$ cat src/rtl/wb_common_pkg.sv
// Shared Wishbone encodings and FSM state type for the burst master.
// Optional watchdog is enabled with the WB_BURST_MASTER_TIMEOUT_EN macro.
package wb_common_pkg;

    localparam logic [2:0] CTI_CLASSIC = 3'b000;
    localparam logic [2:0] CTI_INCR    = 3'b010;
    localparam logic [2:0] CTI_EOB     = 3'b111;

    localparam logic [1:0] BTE_LINEAR  = 2'b00;

    localparam logic [1:0] STATUS_OK      = 2'b00;
    localparam logic [1:0] STATUS_ERR     = 2'b01;
    localparam logic [1:0] STATUS_RTY     = 2'b10;
    localparam logic [1:0] STATUS_TIMEOUT = 2'b11;

    typedef enum logic [1:0] {
        ST_IDLE = 2'd0,
        ST_BUS  = 2'd1,
        ST_DONE = 2'd2
    } state_t;

    // Single-beat commands use classic cycles; bursts mark the last beat.
    function automatic logic [2:0] beat_cti(input logic single, input logic last);
        if (single)
            return CTI_CLASSIC;
        else if (last)
            return CTI_EOB;
        else
            return CTI_INCR;
    endfunction

endpackage

$ cat src/rtl/wb_watchdog.sv
// Stall watchdog: down-counter reloaded on clear, expires at terminal count.
// Only instantiated when WB_BURST_MASTER_TIMEOUT_EN is defined.
module wb_watchdog #(
    parameter int LIMIT = 256
) (
    input  logic clk,
    input  logic rst,
    input  logic clear,
    input  logic tick,
    output logic expire
);

    localparam int CW = $clog2(LIMIT + 1);
    localparam logic [CW-1:0] LOAD = CW'(LIMIT - 1);

    logic [CW-1:0] cnt_q, cnt_d;

    always_comb begin
        cnt_d = cnt_q;
        if (clear)
            cnt_d = LOAD;
        else if (tick)
            cnt_d = (cnt_q == '0) ? LOAD : cnt_q - CW'(1);
    end

    always_ff @(posedge clk) begin
        if (rst)
            cnt_q <= LOAD;
        else
            cnt_q <= cnt_d;
    end

    assign expire = tick & ~clear & (cnt_q == '0);

endmodule

$ cat src/rtl/wb_burst_master.sv
// Command-driven Wishbone burst master (incrementing bursts, single outstanding beat).
// Define WB_BURST_MASTER_TIMEOUT_EN to add the stall watchdog (status 11).
//
// state   | meaning
// IDLE    | waiting for a command, cmd_ready high
// BUS     | cycle open, beats in flight
// DONE    | one-cycle done pulse with status, bus released
module wb_burst_master
    import wb_common_pkg::*;
#(
    parameter int dw      = 32,
    parameter int aw      = 32,
    parameter int LW      = 8,
    parameter int TIMEOUT = 256
) (
    input  logic            wb_clk_i,
    input  logic            wb_rst_i,

    input  logic            cmd_valid,
    output logic            cmd_ready,
    input  logic            cmd_we,
    input  logic [aw-1:0]   cmd_adr,
    input  logic [LW-1:0]   cmd_len,

    input  logic            wdat_valid,
    output logic            wdat_ready,
    input  logic [dw-1:0]   wdat_data,
    input  logic [dw/8-1:0] wdat_sel,

    output logic            rdat_valid,
    output logic [dw-1:0]   rdat_data,

    output logic            done,
    output logic [1:0]      status,

    output logic [aw-1:0]   wb_adr_o,
    output logic [dw-1:0]   wb_dat_o,
    output logic [dw/8-1:0] wb_sel_o,
    output logic            wb_we_o,
    output logic [2:0]      wb_cti_o,
    output logic [1:0]      wb_bte_o,
    output logic            wb_cyc_o,
    output logic            wb_stb_o,
    input  logic [dw-1:0]   wb_dat_i,
    input  logic            wb_ack_i,
    input  logic            wb_err_i,
    input  logic            wb_rty_i
);

    localparam int SW = dw / 8;
    localparam logic [aw-1:0] ADR_STEP = aw'(SW);

    state_t          state_q, state_d;
    logic            we_q, we_d;
    logic            single_q, single_d;
    logic [LW-1:0]   cnt_q, cnt_d;
    logic [aw-1:0]   adr_q, adr_d;
    logic            loaded_q, loaded_d;
    logic [dw-1:0]   dat_q, dat_d;
    logic [SW-1:0]   sel_q, sel_d;
    logic [1:0]      status_q, status_d;

    logic in_bus, stb, last_beat;
    logic err_hit, rty_hit, ack_hit;
    logic wdat_take, expire;

    assign in_bus    = (state_q == ST_BUS);
    assign stb       = in_bus & (~we_q | loaded_q);
    assign last_beat = (cnt_q == '0);

    // Responses are only honoured against an active strobe; err > rty > ack.
    assign err_hit = stb & wb_err_i;
    assign rty_hit = stb & wb_rty_i & ~wb_err_i;
    assign ack_hit = stb & wb_ack_i & ~wb_err_i & ~wb_rty_i;

    assign wdat_ready = in_bus & we_q & ~wb_rst_i & (~loaded_q | (ack_hit & ~last_beat));
    assign wdat_take  = wdat_ready & wdat_valid;

`ifdef WB_BURST_MASTER_TIMEOUT_EN
    logic stall;
    assign stall = stb & ~wb_ack_i & ~wb_err_i & ~wb_rty_i;

    wb_watchdog #(
        .LIMIT (TIMEOUT)
    ) u_watchdog (
        .clk    (wb_clk_i),
        .rst    (wb_rst_i),
        .clear  (~stall),
        .tick   (stall),
        .expire (expire)
    );
`else
    assign expire = 1'b0;
`endif

    always_comb begin
        state_d  = state_q;
        we_d     = we_q;
        single_d = single_q;
        cnt_d    = cnt_q;
        adr_d    = adr_q;
        loaded_d = loaded_q;
        dat_d    = dat_q;
        sel_d    = sel_q;
        status_d = status_q;
        case (state_q)
            ST_IDLE: begin
                if (cmd_valid) begin
                    we_d     = cmd_we;
                    adr_d    = cmd_adr;
                    cnt_d    = cmd_len;
                    single_d = (cmd_len == '0);
                    loaded_d = 1'b0;
                    dat_d    = '0;
                    sel_d    = '0;
                    status_d = STATUS_OK;
                    state_d  = ST_BUS;
                end
            end
            ST_BUS: begin
                if (wdat_take) begin
                    loaded_d = 1'b1;
                    dat_d    = wdat_data;
                    sel_d    = wdat_sel;
                end else if (ack_hit) begin
                    loaded_d = 1'b0;
                end

                if (err_hit) begin
                    status_d = STATUS_ERR;
                    loaded_d = 1'b0;
                    state_d  = ST_DONE;
                end else if (rty_hit) begin
                    status_d = STATUS_RTY;
                    loaded_d = 1'b0;
                    state_d  = ST_DONE;
                end else if (ack_hit) begin
                    adr_d = adr_q + ADR_STEP;
                    if (last_beat) begin
                        status_d = STATUS_OK;
                        state_d  = ST_DONE;
                    end else begin
                        cnt_d = cnt_q - LW'(1);
                    end
                end else if (expire) begin
                    status_d = STATUS_TIMEOUT;
                    loaded_d = 1'b0;
                    state_d  = ST_DONE;
                end
            end
            ST_DONE: begin
                state_d = ST_IDLE;
            end
            default: begin
                state_d = ST_IDLE;
            end
        endcase
    end

    always_ff @(posedge wb_clk_i) begin
        if (wb_rst_i) begin
            state_q  <= ST_IDLE;
            we_q     <= 1'b0;
            single_q <= 1'b0;
            cnt_q    <= '0;
            adr_q    <= '0;
            loaded_q <= 1'b0;
            dat_q    <= '0;
            sel_q    <= '0;
            status_q <= STATUS_OK;
        end else begin
            state_q  <= state_d;
            we_q     <= we_d;
            single_q <= single_d;
            cnt_q    <= cnt_d;
            adr_q    <= adr_d;
            loaded_q <= loaded_d;
            dat_q    <= dat_d;
            sel_q    <= sel_d;
            status_q <= status_d;
        end
    end

    assign cmd_ready  = (state_q == ST_IDLE);
    assign rdat_valid = ack_hit & ~we_q & ~wb_rst_i;
    assign rdat_data  = rdat_valid ? wb_dat_i : '0;
    assign done       = (state_q == ST_DONE);
    assign status     = status_q;

    assign wb_cyc_o = in_bus;
    assign wb_stb_o = stb;
    assign wb_we_o  = in_bus & we_q;
    assign wb_adr_o = adr_q;
    assign wb_dat_o = dat_q;
    assign wb_sel_o = in_bus ? (we_q ? sel_q : {SW{1'b1}}) : '0;
    assign wb_cti_o = in_bus ? beat_cti(single_q, last_beat) : CTI_CLASSIC;
    assign wb_bte_o = BTE_LINEAR;

endmodule

$ cat config.mk
export PLATFORM = sky130hd
export DESIGN_NAME = wb_burst_master
export DESIGN_NICKNAME = d
export VERILOG_FILES = /design/src/rtl/wb_common_pkg.sv /design/src/rtl/wb_watchdog.sv /design/src/rtl/wb_burst_master.sv
export SDC_FILE = /design/constraint.sdc
export NUM_CORES = 1
export LEC_CHECK = 0
export BUFFER_PORTS_ARGS = -buffer_cell sky130_fd_sc_hd__buf_2
export CAP_MARGIN = 0
export CORE_MARGIN = 1.5
export CORE_UTILIZATION = 30
export CTS_CLUSTER_SIZE = 24
export DETAILED_ROUTE_END_ITERATION = 10
export GPL_TIMING_DRIVEN = 0
export PLACE_DENSITY_LB_ADDON = 0.15
export SYNTH_ARGS = -nofsm -noshare
export SYNTH_HDL_FRONTEND = slang
export SYNTH_SLANG_ARGS = --single-unit
$ cat constraint.sdc
create_clock -name wb_clk_i -period 2.8 [get_ports wb_clk_i]
set_input_delay 0.28 -clock wb_clk_i [delete_from_list [all_inputs] [get_ports wb_clk_i]]
set_output_delay 0.28 -clock wb_clk_i [all_outputs]
set_load 0.1 [all_outputs]
==> run metrics, run 1 <==
status=finished, final reports clean; Most used DFF post-synth=dfxtp_1; Crit-path slowest cell=buf_2; worst skew pair latency=350 ps; GPL Wtd Cong=0.831; skew final=8.17 ps; crit-path leading delay family=buffers and inverters; share of the synthesized area in the top cell type=37.5%; relative slew slack=52.5%; Tmin final=2670 ps; via/cell ratio=5.21; largest area contributor in the netlist=dfxtp_1; clock power share=33.0%; Crit Path Max Fanout=9; Clock Path Buffers=2; final hold vios=0; drt first-iter violations=404; Cells after Synth=603; # port buffers=227; worst hold stages=3; sequential fraction of design power=37.3%; Routed Antenna Nets=0; Synth cell types=56; Worst EP required=2520 ps; CP Class=register to output port; vias=5371; final HPWL from detailed placement=13.4 mm; CP endpoint kind=output port; hold crit path type=primary input to register; register area share after synthesis=37.5%; WL final=18.1 mm; number of fill cells=1581; top cells by area, synth=dfxtp_1, o21ai_0, nand3_1, nand2_1, a21oi_1; DP Area=5820 um2; clk slew on worst S/H paths=70 ps; R2R depth=7; Worst R2R End=cnt_q[4]; initial antenna violation count=1; crit path cell chain=nand2b_1 -> clkinvlp_4 -> nand2b_2 -> nor3_4 -> buf_4 -> and2_1 -> buf_2; core area=14500 um2; async set or reset register ratio after synthesis=0%; die height=124 um; Die X=124 um; switching share of power=40.6%; Layout area overhead=41.2%; gr usage total=22.8%; peak supply drop=0.000289 V; max-slew violations=0; Pwr Density=567 nW/um2; combinational share of power=29.7%; First-pass DRT Iterations=4; share of cells above drive strength 1=32.4%; Pwr Total=0.00354 W; Worst Slack Setup Final=129 ps; root buf cell=clkbuf_16; number of synthesized register bits=83; Top Ports=230; fmax=374 MHz; launching point of the worst reg2reg path=state_q[1]; max-cap viol count=0; final hold slack=157 ps; leakage=2.68 nW; CTS tree=done; vias in the first global route=5073; Tcrit/Tclk final=95.4%; setup slack, reg-to-reg=210 ps; Max H-tree Level=3; Rows=44; syn_area_per_cell=7.34 um2; DR DRC count=0; initial cell density of the core=30.6%; Post-Syn Area=4430 um2; CP Launch Type=register; slowest stage delay, CP=430 ps; internal power=0.00211 W; total CTS buffers=9; CP bufs+invs=3; Sw Pwr=0.00144 W; Avg WL per Cell=17.5 um; Fin Setup TNS=0 ps; Setup violations, final=0; Worst-Margin Slew=712 ps; fin nets=960; Synth Warn #=0; CP arrival=2390 ps; start point of the worst hold path=wdat_data[4]; Hold EP=wb_dat_o[4]; total gr overflow=0; DIE AREA=15500 um2; DP Worst Slack=-267 ps; EDFF count, synth=0; largest net degree at the start of global routing=17; final instance area=6250 um2; first-pass GRT wire length=28.1 mm; clk sinks=83
## cell usage in the layout, fill, tap and decap left out, drive strengths merged, types with 4 or more instances in the layout
cell type	count
a21oi	46
inv	13
nor2	37
a211oi	5
o22ai	6
nand2b	5
nand4	8
a31oi	7
a311oi	5
nor3	18
o21a	4
clkbuf	56
nor4	15
buf	236
o31ai	6
nor2b	4
nand2	73
clkinv	4
dfxtp	83
mux2i	4
and4	4
o21ai	59
or3	6
and2	35
nand3	57
and3	8
## synthesized netlist by cell type (3+ instances only)
| library cell | instances |
|---|---|
| and3_1 | 8 |
| and4_1 | 4 |
| nor3_1 | 18 |
| buf_4 | 3 |
| o21a_1 | 4 |
| nand2_1 | 73 |
| o22ai_1 | 6 |
| and2_1 | 35 |
| or3_1 | 6 |
| buf_1 | 4 |
| nor4_1 | 15 |
| clkbuf_1 | 48 |
| o31ai_1 | 5 |
| a22oi_1 | 3 |
| o21ai_0 | 58 |
| ha_1 | 3 |
| mux2i_1 | 4 |
| or4_1 | 3 |
| a211oi_1 | 5 |
| dfxtp_1 | 83 |
| nor2_1 | 37 |
| a31oi_1 | 7 |
| a311oi_1 | 5 |
| nand4_1 | 8 |
| a21oi_1 | 46 |
| nor2b_1 | 4 |
| nand3_1 | 57 |
| inv_1 | 11 |
| nand2b_1 | 5 |
## what timing repair did
action | CTS | global route
setup buffers | 0 | 1
hold buffers | 0 | 0
pin swaps | 0 | 0
resized for setup | 35 | 23
setup endpoints to repair | 41 | 37
## power groups by stage
stage	Combinational [W]	Clock [W]	Sequential (W)
after CTS	0.00105	0.00119	0.00132
after detailed placement	0.00104	0	0.00134
final	0.00105	0.00117	0.00132
after floorplan	0.000455	0	0.00164
after global placement	0.00104	0	0.00135
after global routing	0.00111	0.00124	0.00133
## worst max-delay path by stage
stage / startpoint / to / slack (ps) / depth (start not counted)
6_report: state_q[0] / rdat_data[31] / 130 / 7
3_3_place_gp: state_q[1] / wb_cti_o[2] / -240 / 7
2_1_floorplan: state_q[1] / wb_sel_o[0] / -130 / 5
4_1_cts: state_q[0] / rdat_data[8] / 20 / 7
5_1_grt: state_q[0] / rdat_data[25] / -10 / 7
3_5_place_dp: state_q[1] / wb_cti_o[2] / -270 / 7
## metal layers
metal  part of all wire, %  vias to the layer above  wire length (um)  GRT usage [%]
met5                     0                        -                 0              0
met4                   1.6                        0               292           6.09
met3                   8.4                       22              1520           6.79
met2                    44                      222              7930           35.1
met1                    46                     2493              8340           31.1
li1                      -                     2634                 -              -
## logic make-up after synthesis
logic type / Yosys count / synth area share [%]
DFF: 83 / 37.5
adders and majority gates: 3 / 0.848
other: 1 / 0.0847
buffers and inverters: 69 / 6.30
muxes: 4 / 0.905
and+or+nand+nor: 279 / 31.6
AOI/OAI and AO/OA: 164 / 22.8
## state kept, by name, summed over array words and instances, names as in the netlist
name / flops
single_q: 1
sel_q: 4
loaded_q: 1
status: 2
wb_dat_o: 32
cnt_q: 8
state_q: 2
wb_adr_o: 32
we_q: 1
## per-stage QoR
step / utilization (%) / std cells
5_1_grt: 43.2 / 1030
2_1_floorplan: - / 604
3_5_place_dp: 40.2 / 1015
4_1_cts: 42.8 / 1030
6_report: 43.2 / 1031
3_3_place_gp: 40.2 / 1015
## layout make-up
class | instances | area [um2] | share of cell area [%]
multi-input combinational | 452 | 2530 | 40.4
tap | 184 | 230 | 3.68
timing repair buffer | 228 | 1250 | 20.1
antenna | 1 | 2.50 | 0.0400
inverter | 12 | 48.8 | 0.781
buffer | 55 | 240 | 3.84
clock inverter | 7 | 61.3 | 0.981
sequential | 83 | 1660 | 26.6
clock buffer | 9 | 225 | 3.60
## tightest hold or removal path: cells and delay by family
kind | cells | cell delay [ps]
AO/OA/AOI/OAI | 1 | 50
buffers and inverters | 1 | 90
AND/OR/NAND/NOR | 1 | 40
No activity file was read; power rests on OpenSTA's default activity.
==> inputs of run 2 (changes only) <==
--- a/config.mk
+++ b/config.mk
@@ -8,7 +8,7 @@
 export BUFFER_PORTS_ARGS = -buffer_cell sky130_fd_sc_hd__buf_2
 export CAP_MARGIN = 0
 export CORE_MARGIN = 1.5
-export CORE_UTILIZATION = 30
+export CORE_UTILIZATION = 46
 export CTS_CLUSTER_SIZE = 24
 export DETAILED_ROUTE_END_ITERATION = 10
 export GPL_TIMING_DRIVEN = 0
==> run 2 against run 1 <==
Against the previous run: global-route usage is 9.6 points higher; flip-flop and latch count did not move; register-to-register slack improved by 80 ps; final area is 2.9% lower; cell count is 5.2% lower; largest cell class unchanged; largest power group unchanged.
==> run metrics, run 2 (synthesis results as in run 1) <==
WL final=17.2 mm; initial antenna violation count=1; worst hold stages=3; Pwr Total=0.00330 W; vias=5515; CP Launch Type=register; clk sinks=83; Worst EP required=2520 ps; Worst R2R End=wb_adr_o[24]; Tcrit/Tclk final=97.0%; status=finished, final reports clean; hold crit path type=primary input to register; CP endpoint kind=output port; CP arrival=2440 ps; met1 Usage GRT=44.5%; max-cap viol count=0; Sw Pwr=0.00137 W; launching point of the worst reg2reg path=we_q; via/cell ratio=5.64; fin nets=961; CTS tree=done; met2 GRT Util=50.4%; relative slew slack=56.2%; fmax=368 MHz; Layout area overhead=37.1%; total CTS buffers=9; clock power share=28.4%; Worst-Margin Slew=657 ps; root buf cell=clkbuf_8; RSZ-0062 raised after global routing=true; First-pass DRT Iterations=6; Crit Path Max Fanout=10; start point of the worst hold path=wdat_data[5]; total gr overflow=0; Tmin final=2720 ps; met3 usage=7.21%; die height=101 um; R2R depth=9; DR DRC count=0; sequential fraction of design power=40.0%; DIE AREA=10200 um2; setup slack, reg-to-reg=290 ps; final hold slack=143 ps; combinational share of power=31.7%; initial cell density of the core=47.7%; clk slew on worst S/H paths=100 ps; max-slew violations=0; skew final=17.8 ps; Avg WL per Cell=17.6 um; Setup violations, final=0; largest net degree at the start of global routing=16; Top Ports=230; drt first-iter violations=347; leakage=2.64 nW; vias in the first global route=5012; most common cell after layout, fill and taps aside=buf_2; # port buffers=227; worst skew pair latency=370 ps; Routed Antenna Nets=0; most frequent cells in the layout=buf_2, dfxtp_1, nand2_1; Rows=35; share of cells above drive strength 1=32.1%; core area=9280 um2; final HPWL from detailed placement=12.9 mm; final hold vios=0; GPL Wtd Cong=0.894; CTS hold repair buffers=0; Hold EP=wb_dat_o[5]; first-pass GRT wire length=25.7 mm; number of fill cells=870; Die X=101 um; CP Class=register to output port; Pwr Density=544 nW/um2; Max H-tree Level=3; grt peak-use layer=met2; gr usage total=32.4%; peak supply drop=0.000304 V; switching share of power=41.5%; internal power=0.00193 W; Clock Path Buffers=2
run 2: worst max-delay path by stage:
stage                     from            end  slack, ps  cells past startpoint
floorplan           state_q[1]    wb_sel_o[0]       -130                      5
global placement    state_q[0]  rdat_data[21]       -170                      8
detailed placement  state_q[0]  rdat_data[21]       -230                      8
CTS                 state_q[0]   rdat_data[8]         30                      7
global route        state_q[0]  rdat_data[27]        -60                      7
finish              state_q[0]  rdat_data[27]         80                      7
run 2: timing repair:
action	in CTS	in global routing
setup buffers	1	0
pin swaps	1	1
resized for setup	37	6
endpoints found under the setup margin	41	35
run 2: routing by layer:
| metal | wire length (um) | part of all wire (%) |
|---|---|---|
| met1 | 7350 | 43 |
| met3 | 1570 | 9.1 |
| met2 | 7890 | 46 |
| met4 | 376 | 2.2 |
| met5 | 11 | 0.064 |
run 2: worst max-delay path, stage by stage, from the launching register on:
cell      delay, ps
dfxtp_1         420
nand2b_1        180
clkinv_1        240
nand2b_2        220
nor3_4          280
clkbuf_2        260
and2_2          170
buf_4           290
run 2: power by group through the flow:
stage                     Combinational (W)  Sequential, W  Clock [W]
after floorplan                    0.000455        0.00164          0
after global placement              0.00101        0.00134          0
after detailed placement            0.00102        0.00134          0
after CTS                           0.00103        0.00131   0.000939
after global routing                0.00110        0.00133   0.000985
final                               0.00104        0.00132   0.000937
run 2: per-stage QoR:
| step | util (%) | cells | setup TNS (ps) | setup slack [ps] | area [um2] |
|---|---|---|---|---|---|
| finish | 65.4 | 977 | 0 | 82.8 | 6070 |
| CTS | 65.2 | 976 | 0 | 27.3 | 6060 |
| floorplan | - | 604 | -2510 | -132 | 4450 |
| detailed placement | 62.0 | 960 | -5770 | -230 | 5750 |
| global placement | 62.0 | 960 | -4200 | -171 | 5750 |
| global route | 65.3 | 976 | -824 | -64.8 | 6060 |
run 2: cell type report:
| cell class | count | area, um2 | share of cell area (%) |
|---|---|---|---|
| inverters | 12 | 45.0 | 0.742 |
| clock buffers | 10 | 138 | 2.27 |
| well taps | 129 | 161 | 2.66 |
| multi-input cells | 452 | 2530 | 41.6 |
| flip-flops and latches | 83 | 1660 | 27.4 |
| clock inverters | 6 | 68.8 | 1.13 |
| repair buffers | 228 | 1230 | 20.2 |
| plain buffers | 56 | 238 | 3.92 |
| diodes | 1 | 2.50 | 0.0412 |
==> inputs of run 3 (changes only) <==
--- a/config.mk
+++ b/config.mk
@@ -5,12 +5,12 @@
 export SDC_FILE = /design/constraint.sdc
 export NUM_CORES = 1
 export LEC_CHECK = 0
-export BUFFER_PORTS_ARGS = -buffer_cell sky130_fd_sc_hd__buf_2
 export CAP_MARGIN = 0
-export CORE_MARGIN = 1.5
-export CORE_UTILIZATION = 46
+export CORE_AREA = 2 2 88 90
 export CTS_CLUSTER_SIZE = 24
 export DETAILED_ROUTE_END_ITERATION = 10
+export DIE_AREA = 0 0 90 92
+export DONT_BUFFER_PORTS = 1
 export GPL_TIMING_DRIVEN = 0
 export PLACE_DENSITY_LB_ADDON = 0.15
 export SYNTH_ARGS = -nofsm -noshare
==> constraint.sdc (replaced) <==
create_clock -name wb_clk_i -period 3.1 [get_ports wb_clk_i]
set_input_delay 0.31 -clock wb_clk_i [delete_from_list [all_inputs] [get_ports wb_clk_i]]
set_output_delay 0.31 -clock wb_clk_i [all_outputs]
set_load 0.1 [all_outputs]
==> run 3 against run 2 <==
Against the previous run: global-route usage up 3.0 points; sequential share of layout area increased by 6.3 points; non-clock buffer count shrank 224; clock skew shrank 4.5 ps; critical endpoint is now wb_adr_o[25]; die area down 19%; wire length is 13% lower; sequential power increased by 13%; first-iteration DRC count is 22% higher; register-to-register slack lost 160 ps; worst hold slack got worse by 64 ps.
==> run metrics, run 3 (synthesis results as in run 1) <==
status=finished, final reports clean; DIE AREA=8280 um2; Die X=90 um; vias=4668; CP Class=register to register; clk sinks=83; Tmin final=2970 ps; Crit Path Max Fanout=10; initial antenna violation count=1; root buf cell=clkbuf_8; dpl cells=710; Rows=32; fin nets=737; start point of the worst hold path=wdat_data[1]; share of cells above drive strength 1=12.7%; initial cell density of the core=59.4%; RSZ-0062 raised after global routing=false; hold crit path type=primary input to register; first-pass GRT wire length=23.2 mm; relative slew slack=19.5%; final hold slack=79.4 ps; WL final=15.0 mm; CP bufs+invs=2; total CTS buffers=9; crit path cell chain=and4_1 -> clkbuf_1 -> nand4_1 -> clkbuf_1 -> nor3_1 -> mux2i_1 -> o22ai_1; # port buffers=0; CP most frequent cell=clkbuf_1; largest net degree at the start of global routing=16; Util after Layout=66.4%; most common cell after layout, fill and taps aside=dfxtp_1; Setup violations, final=0; die height=92 um; Pwr Density=557 nW/um2; Top Ports=230; total gr overflow=0; Worst Slack Setup Final=133 ps; most frequent cells in the layout=dfxtp_1, nand2_1, o21ai_0; CP arrival=3210 ps; DR DRC count=0; gr usage total=35.4%; GPL Wtd Cong=0.964; worst skew pair latency=370 ps; Fin Setup TNS=0 ps; leakage=1.63 nW; core area=7450 um2; Avg WL per Cell=20.7 um; fmax=337 MHz; Tcrit/Tclk final=95.7%; max-cap viol count=0; slowest stage delay, CP=1030 ps; via/cell ratio=6.43; Max H-tree Level=3; max-slew violations=0; Layout Cells excl Fill=726; post-CTS setup buffer count=0; Layout area overhead=11.8%; CP endpoint kind=register; DP Worst Slack=-446 ps; Clock Path Buffers=2; Worst EP required=3340 ps; Crit-path slowest cell=dfxtp_1; Worst-Margin Slew=1210 ps; crit-path leading delay family=flip-flops; crit path from=wb_adr_o[18]; peak supply drop=0.000316 V; CTS tree=done; final HPWL from detailed placement=11.2 mm; vias in the first global route=4387; First-pass DRT Iterations=6; skew final=13.4 ps; launching point of the worst reg2reg path=wb_adr_o[18]; final hold vios=0; Routed Antenna Nets=0; clk slew on worst S/H paths=100 ps; CP Launch Type=register; drt first-iter violations=424; CTS hold repair buffers=0
run 3: power by group:
| group | internal (W) | switching [W] |
|---|---|---|
| registers | 0.00112 | 0.000370 |
| logic | 0.000155 | 0.000384 |
| clock network | 0.000294 | 0.000431 |
run 3: per-layer routing:
metal | track usage (%) | share of wire [%] | vias to the layer above
met1 | 42.9 | 39 | 2149
li1 | - | - | 2188
met3 | 12.7 | 12 | 38
met2 | 57.5 | 46 | 293
met4 | 14.0 | 2.5 | 0
met5 | 0 | 0 | -
run 3: path summary, 6_finish.rpt:
check                       to  slack (ps)  cells past startpoint
hold / removal     wb_dat_o[1]          80                      2
setup reg to reg  wb_adr_o[25]         130                      7
hold reg to reg       sel_q[3]         470                      2
setup / recovery  wb_adr_o[25]         130                      7
run 3: layout make-up:
cell class                      count  area (um2)
Multi-Input combinational cell    452        2620
Fill cell                         687        2500
Sequential cell                    83        1670
Buffer                             56         249
Tap cell                          102         128
Clock buffer                        9         124
Timing Repair Buffer                4        62.6
Clock inverter                      7        50.0
Inverter                           12        45.0
Antenna cell                        1        2.50
run 3: worst reg2reg max path, stage by stage, from the launching register on:
cell      delay [ps]
dfxtp_1         1030
and4_1           300
clkbuf_1         320
nand4_1          260
clkbuf_1         330
nor3_1           290
mux2i_1          210
o22ai_1          100
run 3: timing repair:
item                                    in CTS  in global routing
endpoints found under the setup margin      40                 44
resized for setup                           45                 32
hold endpoints to repair                     0                  0
pin swaps                                    0                  0
run 3: metrics by stage:
stage | total power [W] | instance area (um2)
6_report | 0.00275 | 4950
5_1_grt | 0.00284 | 4950
4_1_cts | 0.00273 | 4900
3_5_place_dp | 0.00204 | 4660
3_3_place_gp | 0.00200 | 4560
2_1_floorplan | 0.00189 | 4440
